--- src/rtl/numberle_pkg.sv ---
// Shared widths, codes and entry-state encoding for the guess entry controller.
package numberle_pkg;

    localparam int unsigned NUM_DIGITS = 4;
    localparam int unsigned DIGIT_W    = 4;
    localparam int unsigned NUMBER_W   = NUM_DIGITS * DIGIT_W;
    localparam int unsigned CURSOR_W   = 3;
    localparam int unsigned SLOT_W     = 2;

    localparam logic [DIGIT_W-1:0] BLANK_CODE = 4'hF;
    localparam logic [DIGIT_W-1:0] MAX_DIGIT  = 4'd9;

    typedef enum logic [1:0] {
        ST_ENTRY  = 2'd0,
        ST_FULL   = 2'd1,
        ST_SUBMIT = 2'd2
    } entry_state_t;

endpackage

--- src/rtl/guess_entry_ctrl_seg_scan.sv ---
// Time-multiplexes the 4-digit guess buffer onto the seven-segment anodes,
// leftmost digit (anode[3]) first, SCAN_DIV cycles per digit.
module seg_scan
    import numberle_pkg::*;
#(
    parameter int unsigned        SCAN_DIV = 250000,
    parameter logic [DIGIT_W-1:0] BLANK    = BLANK_CODE
) (
    input  logic                  clock,
    input  logic                  reset,
    input  logic [NUMBER_W-1:0]   number,
    input  logic [NUM_DIGITS-1:0] filled,
    output logic [NUM_DIGITS-1:0] anode,
    output logic [DIGIT_W-1:0]    hex_out
);

    localparam int unsigned CNT_W = $clog2(SCAN_DIV);

    logic [CNT_W-1:0]  scan_cnt;
    logic [SLOT_W-1:0] scan_idx;

    // Dwell counter and digit index
    always_ff @(posedge clock or posedge reset) begin
        if (reset) begin
            scan_cnt <= '0;
            scan_idx <= '0;
        end else if (scan_cnt == CNT_W'(SCAN_DIV - 1)) begin
            scan_cnt <= '0;
            scan_idx <= scan_idx + SLOT_W'(1);
        end else begin
            scan_cnt <= scan_cnt + CNT_W'(1);
        end
    end

    // Registered drive for the currently selected digit
    always_ff @(posedge clock or posedge reset) begin
        if (reset) begin
            anode   <= '1;
            hex_out <= BLANK;
        end else begin
            anode   <= ~(4'b1000 >> scan_idx);
            hex_out <= filled[scan_idx] ? number[{scan_idx, 2'b00} +: DIGIT_W] : BLANK;
        end
    end

endmodule

--- src/rtl/guess_entry_ctrl.sv ---
// Collects keypad digits into a 4-digit guess with cursor/delete, offers the
// completed guess to the checker, and drives the multiplexed display.
module guess_entry_ctrl
    import numberle_pkg::*;
#(
    parameter int unsigned        SCAN_DIV = 250000,
    parameter logic [DIGIT_W-1:0] BLANK    = BLANK_CODE
) (
    input  logic                clock,
    input  logic                reset,
    input  logic [DIGIT_W-1:0]  key_val,
    input  logic                key_valid,
    input  logic                btnL,
    input  logic                btnR,
    input  logic                guess_ack,
    output logic [NUMBER_W-1:0] number,
    output logic                guess_valid,
    output logic [3:0]          anode,
    output logic [3:0]          hex_out,
    output logic [15:0]         led
);

    entry_state_t          state, state_nxt;
    logic [CURSOR_W-1:0]   cursor, cursor_nxt;
    logic [NUM_DIGITS-1:0] filled, filled_nxt;
    logic [NUMBER_W-1:0]   number_nxt;
    logic                  guess_valid_nxt;
    logic                  btnl_q, btnr_q;
    logic                  del_evt, ent_evt;
    logic [SLOT_W-1:0]     wr_slot, del_slot;

    assign del_evt  = btnL & ~btnl_q;
    assign ent_evt  = btnR & ~btnr_q;
    assign wr_slot  = cursor[SLOT_W-1:0];
    assign del_slot = SLOT_W'(cursor - CURSOR_W'(1));

    always_ff @(posedge clock or posedge reset) begin
        if (reset) begin
            btnl_q <= 1'b0;
            btnr_q <= 1'b0;
        end else begin
            btnl_q <= btnL;
            btnr_q <= btnR;
        end
    end

    always_ff @(posedge clock or posedge reset) begin
        if (reset) begin
            state       <= ST_ENTRY;
            cursor      <= '0;
            filled      <= '0;
            number      <= '0;
            guess_valid <= 1'b0;
        end else begin
            state       <= state_nxt;
            cursor      <= cursor_nxt;
            filled      <= filled_nxt;
            number      <= number_nxt;
            guess_valid <= guess_valid_nxt;
        end
    end

    // One action per cycle, delete over key over enter; SUBMIT only listens for ack
    always_comb begin
        state_nxt       = state;
        cursor_nxt      = cursor;
        filled_nxt      = filled;
        number_nxt      = number;
        guess_valid_nxt = guess_valid;
        unique case (state)
            ST_ENTRY, ST_FULL: begin
                if (del_evt) begin
                    if (cursor != '0) begin
                        cursor_nxt                              = cursor - CURSOR_W'(1);
                        filled_nxt[del_slot]                    = 1'b0;
                        number_nxt[{del_slot, 2'b00} +: DIGIT_W] = '0;
                        state_nxt                               = ST_ENTRY;
                    end
                end else if (key_valid) begin
                    if (state == ST_ENTRY && key_val <= MAX_DIGIT &&
                        cursor < CURSOR_W'(NUM_DIGITS)) begin
                        cursor_nxt                              = cursor + CURSOR_W'(1);
                        filled_nxt[wr_slot]                     = 1'b1;
                        number_nxt[{wr_slot, 2'b00} +: DIGIT_W] = key_val;
                        if (cursor == CURSOR_W'(NUM_DIGITS - 1)) begin
                            state_nxt = ST_FULL;
                        end
                    end
                end else if (ent_evt) begin
                    if (state == ST_FULL) begin
                        state_nxt       = ST_SUBMIT;
                        guess_valid_nxt = 1'b1;
                    end
                end
            end
            ST_SUBMIT: begin
                if (guess_ack) begin
                    state_nxt       = ST_ENTRY;
                    cursor_nxt      = '0;
                    filled_nxt      = '0;
                    number_nxt      = '0;
                    guess_valid_nxt = 1'b0;
                end
            end
            default: begin
                state_nxt = ST_ENTRY;
            end
        endcase
    end

    assign led = {guess_valid, 11'd0, filled};

    seg_scan #(
        .SCAN_DIV (SCAN_DIV),
        .BLANK    (BLANK)
    ) u_seg_scan (
        .clock   (clock),
        .reset   (reset),
        .number  (number),
        .filled  (filled),
        .anode   (anode),
        .hex_out (hex_out)
    );

endmodule

--- config.mk ---
export PLATFORM = sky130hd
export DESIGN_NAME = guess_entry_ctrl
export DESIGN_NICKNAME = d
export VERILOG_FILES = /design/src/rtl/numberle_pkg.sv /design/src/rtl/guess_entry_ctrl_seg_scan.sv /design/src/rtl/guess_entry_ctrl.sv
export SDC_FILE = /design/constraint.sdc
export NUM_CORES = 1
export LEC_CHECK = 0
export ABC_AREA = 1
export CAP_MARGIN = 40
export CORE_AREA = 2 2 91 93
export CTS_BUF_LIST = sky130_fd_sc_hd__clkbuf_2 sky130_fd_sc_hd__clkbuf_4 sky130_fd_sc_hd__clkbuf_8
export DETAILED_ROUTE_END_ITERATION = 8
export DIE_AREA = 0 0 93 95
export GPL_ROUTABILITY_DRIVEN = 0
export PLACE_DENSITY = 0.63
export SYNTH_ARGS = -nofsm -noshare
export SYNTH_HDL_FRONTEND = slang
export SYNTH_SLANG_ARGS = --single-unit
--- constraint.sdc ---
create_clock -name clock -period 2.9 [get_ports clock]
set_input_delay 0.435 -clock clock [delete_from_list [all_inputs] [get_ports clock]]
set_output_delay 0.435 -clock clock [all_outputs]
set_load 0.005 [all_outputs]
==> qor.yml <==
status: "completed"
cts_tree: "done"
end_kind: "register"
multiInputGateArea_um2: 1670
synth_top_cell_by_area: "dfrtp_1"
h-tree-depth: 2
clk_transition_reported_paths_ns: 0.11
async_reset_ff_frac: 1.00
area_growth_syn_to_layout_pct: 13.8
synth_top_cell_area_share: 0.352
cts-root-buf: "clkbuf_8"
timing.final.max_slew_violations: 0
postRouteAntennaNets: 0
ys_seq_area_frac: 0.414
vias_per_cell: 4.88
grt_pass1_wl_um: 12000
cts_inserted_buffers: 5
syn-cell-area_um2: 3410
required_ns: 3.11
regArea_um2: 1410
die_width_um: 93
firstDrtPassIters: 4
vias: 2735
synthCells: 422
power.static_leakage_nw: 1.82
cp-start-kind: "register"
clock-sinks: 56
synth_seq_cells: 56
ys.flop_type: "dfrtp_1"
synth-edff-count: 0
worstSetupPathType: "register to register"
final_cell_mix: "nand2_1, nor2_1, dfrtp_1, inv_1, clkdlybuf4s50_1"
first_global_vias: 2615
routed_wirelength_um: 7050
cp_max_fo: 21
fillers: 774
power_mw: 2.58
yosysWarningCount: 0
insertion_delay_ns: 0.32
dpl.hpwl_um: 5290
ir_drop_v: 0.000548
ys_top_cells_by_area: "dfrtp_1, nand2_1, nor2_1"
pin_count: 51
die_y_um: 95
design.core.area_um2: 7930
worst_slew_pin_slew_ns: 0.705
drcViolationCount: 0
row_count: 33
rsz0062_at_grt: "no"
clockBufferDepth: 2
max-slew-margin-rel: 0.530
cts_hold_buf: 0
syn_avg_cell_area_um2: 8.08
grt_max_degree: 57
ys_types: 35
clock.fmax_mhz: 433
rr_worst_depth: 11
gr-total-overflow: 0
cts_resized: 0
finalSetupTns_ns: 0
critPathArrivalTime_ns: 2.52
hold_path.class: "register to register"
die_area_um2: 8840
fin_crit_sh: 0.796
p_per_area_nw_per_um2: 666
cts_setup_buffers: 0
max_cap_viol_count: 0
n_antenna_cell: 0
final_nets: 476
initial_core_util: 0.430
antenna_found_initial: 0
wire_per_inst_um: 12.6
layout_commonest_cell: "nand2_1"
grt_use_total: 0.171
hold_viol_final: 0
drtIter0Drc: 134
portBuffers: 39
min_period_ns: 2.31
setup_viol: 0
layout-drive-gt1-share: 0.118
holdPathStages: 1
worst_clock_skew_ns: 0.00778
-- where the power goes --
part / switching [mW] / internal, mW / leakage, nW
combinational: 0.626 / 0.443 / 1.06
sequential: 0.131 / 0.921 / 0.719
clock: 0.282 / 0.178 / 0.0463
-- sequential cells by signal, indices dropped and copies added, names as in the netlist --
signal,cells
u_seg_scan.scan_cnt,18
number,16
filled,4
u_seg_scan.anode,4
u_seg_scan.hex_out,4
cursor,3
state,2
u_seg_scan.scan_idx,2
btnl_q,1
btnr_q,1
guess_valid,1
-- critical path, stage by stage (launching register included) --
cell     delay, ns
dfrtp_1       0.57
inv_1         0.17
ha_1          0.32
ha_1          0.21
inv_1         0.05
nor2_1        0.04
nand2_2       0.09
nand2_4       0.07
nor2_8        0.35
nand2_8       0.16
nand2_1       0.12
o21ai_2       0.06
-- cell families after synthesis --
group | after synthesis | share of synthesized area
simple gates | 241 | 0.351
flops | 56 | 0.414
buf+inv | 70 | 0.107
fa+ha+maj | 11 | 0.0404
compound gates | 33 | 0.0602
xor+xnor | 10 | 0.0257
other cells | 1 | 0.00110
-- synth_stat cells (2+ instances only) --
cell type / instances
nand2_1: 99
nor2_1: 61
dfrtp_1: 48
inv_1: 41
nand4_1: 29
nand3_1: 22
buf_4: 15
o21ai_0: 14
ha_1: 11
dfstp_2: 8
xor2_1: 8
o21ai_2: 7
inv_2: 5
nor3_1: 5
nand2_2: 4
nand2_4: 4
nand3_2: 4
nand3_4: 4
o211ai_1: 4
o21ai_1: 4
buf_2: 3
nor2_2: 3
nor2_4: 3
a21oi_1: 2
buf_6: 2
clkbuf_1: 2
xnor2_1: 2
-- path summary, 6_finish.rpt --
path	startpoint	end	slack, ns
setup / recovery	cursor[0]	cursor[0]	0.59
setup reg to reg	cursor[0]	cursor[0]	0.59
max in group asynchronous	reset	u_seg_scan.scan_cnt[13]	1.82
hold / removal	u_seg_scan.scan_cnt[0]	u_seg_scan.scan_cnt[0]	0.48
min in group asynchronous	reset	btnr_q	0.61
hold reg to reg	u_seg_scan.scan_cnt[0]	u_seg_scan.scan_cnt[0]	0.48
-- through the flow --
stage	std cells	setup WS, ns	cell area, um2	utilization	hold WS (ns)
after CTS	561	0.596	3880	0.489	0.479
after detailed placement	553	0.619	3780	0.477	0.463
after global placement	553	0.708	3780	0.477	0.446
after global routing	561	0.428	3880	0.489	0.500
final	561	0.593	3880	0.489	0.479
after floorplan	432	0.844	3450	-	0.433
-- final cells by class --
cell class,instances,area share
multi-input cells,306,0.430
flip-flops and latches,56,0.364
repair buffers,40,0.103
inverters,46,0.0445
well taps,105,0.0339
clock buffers,5,0.0177
clock inverters,3,0.00710
-- layer usage --
layer / part of all wire / wire length (um) / track usage
met5: 0 / 0 / 0
met2: 0.48 / 3400 / 0.292
met3: 0.040 / 279 / 0.0271
met4: 0.010 / 72 / 0.0429
met1: 0.47 / 3300 / 0.229
No activity file was read; power rests on OpenSTA's default activity.
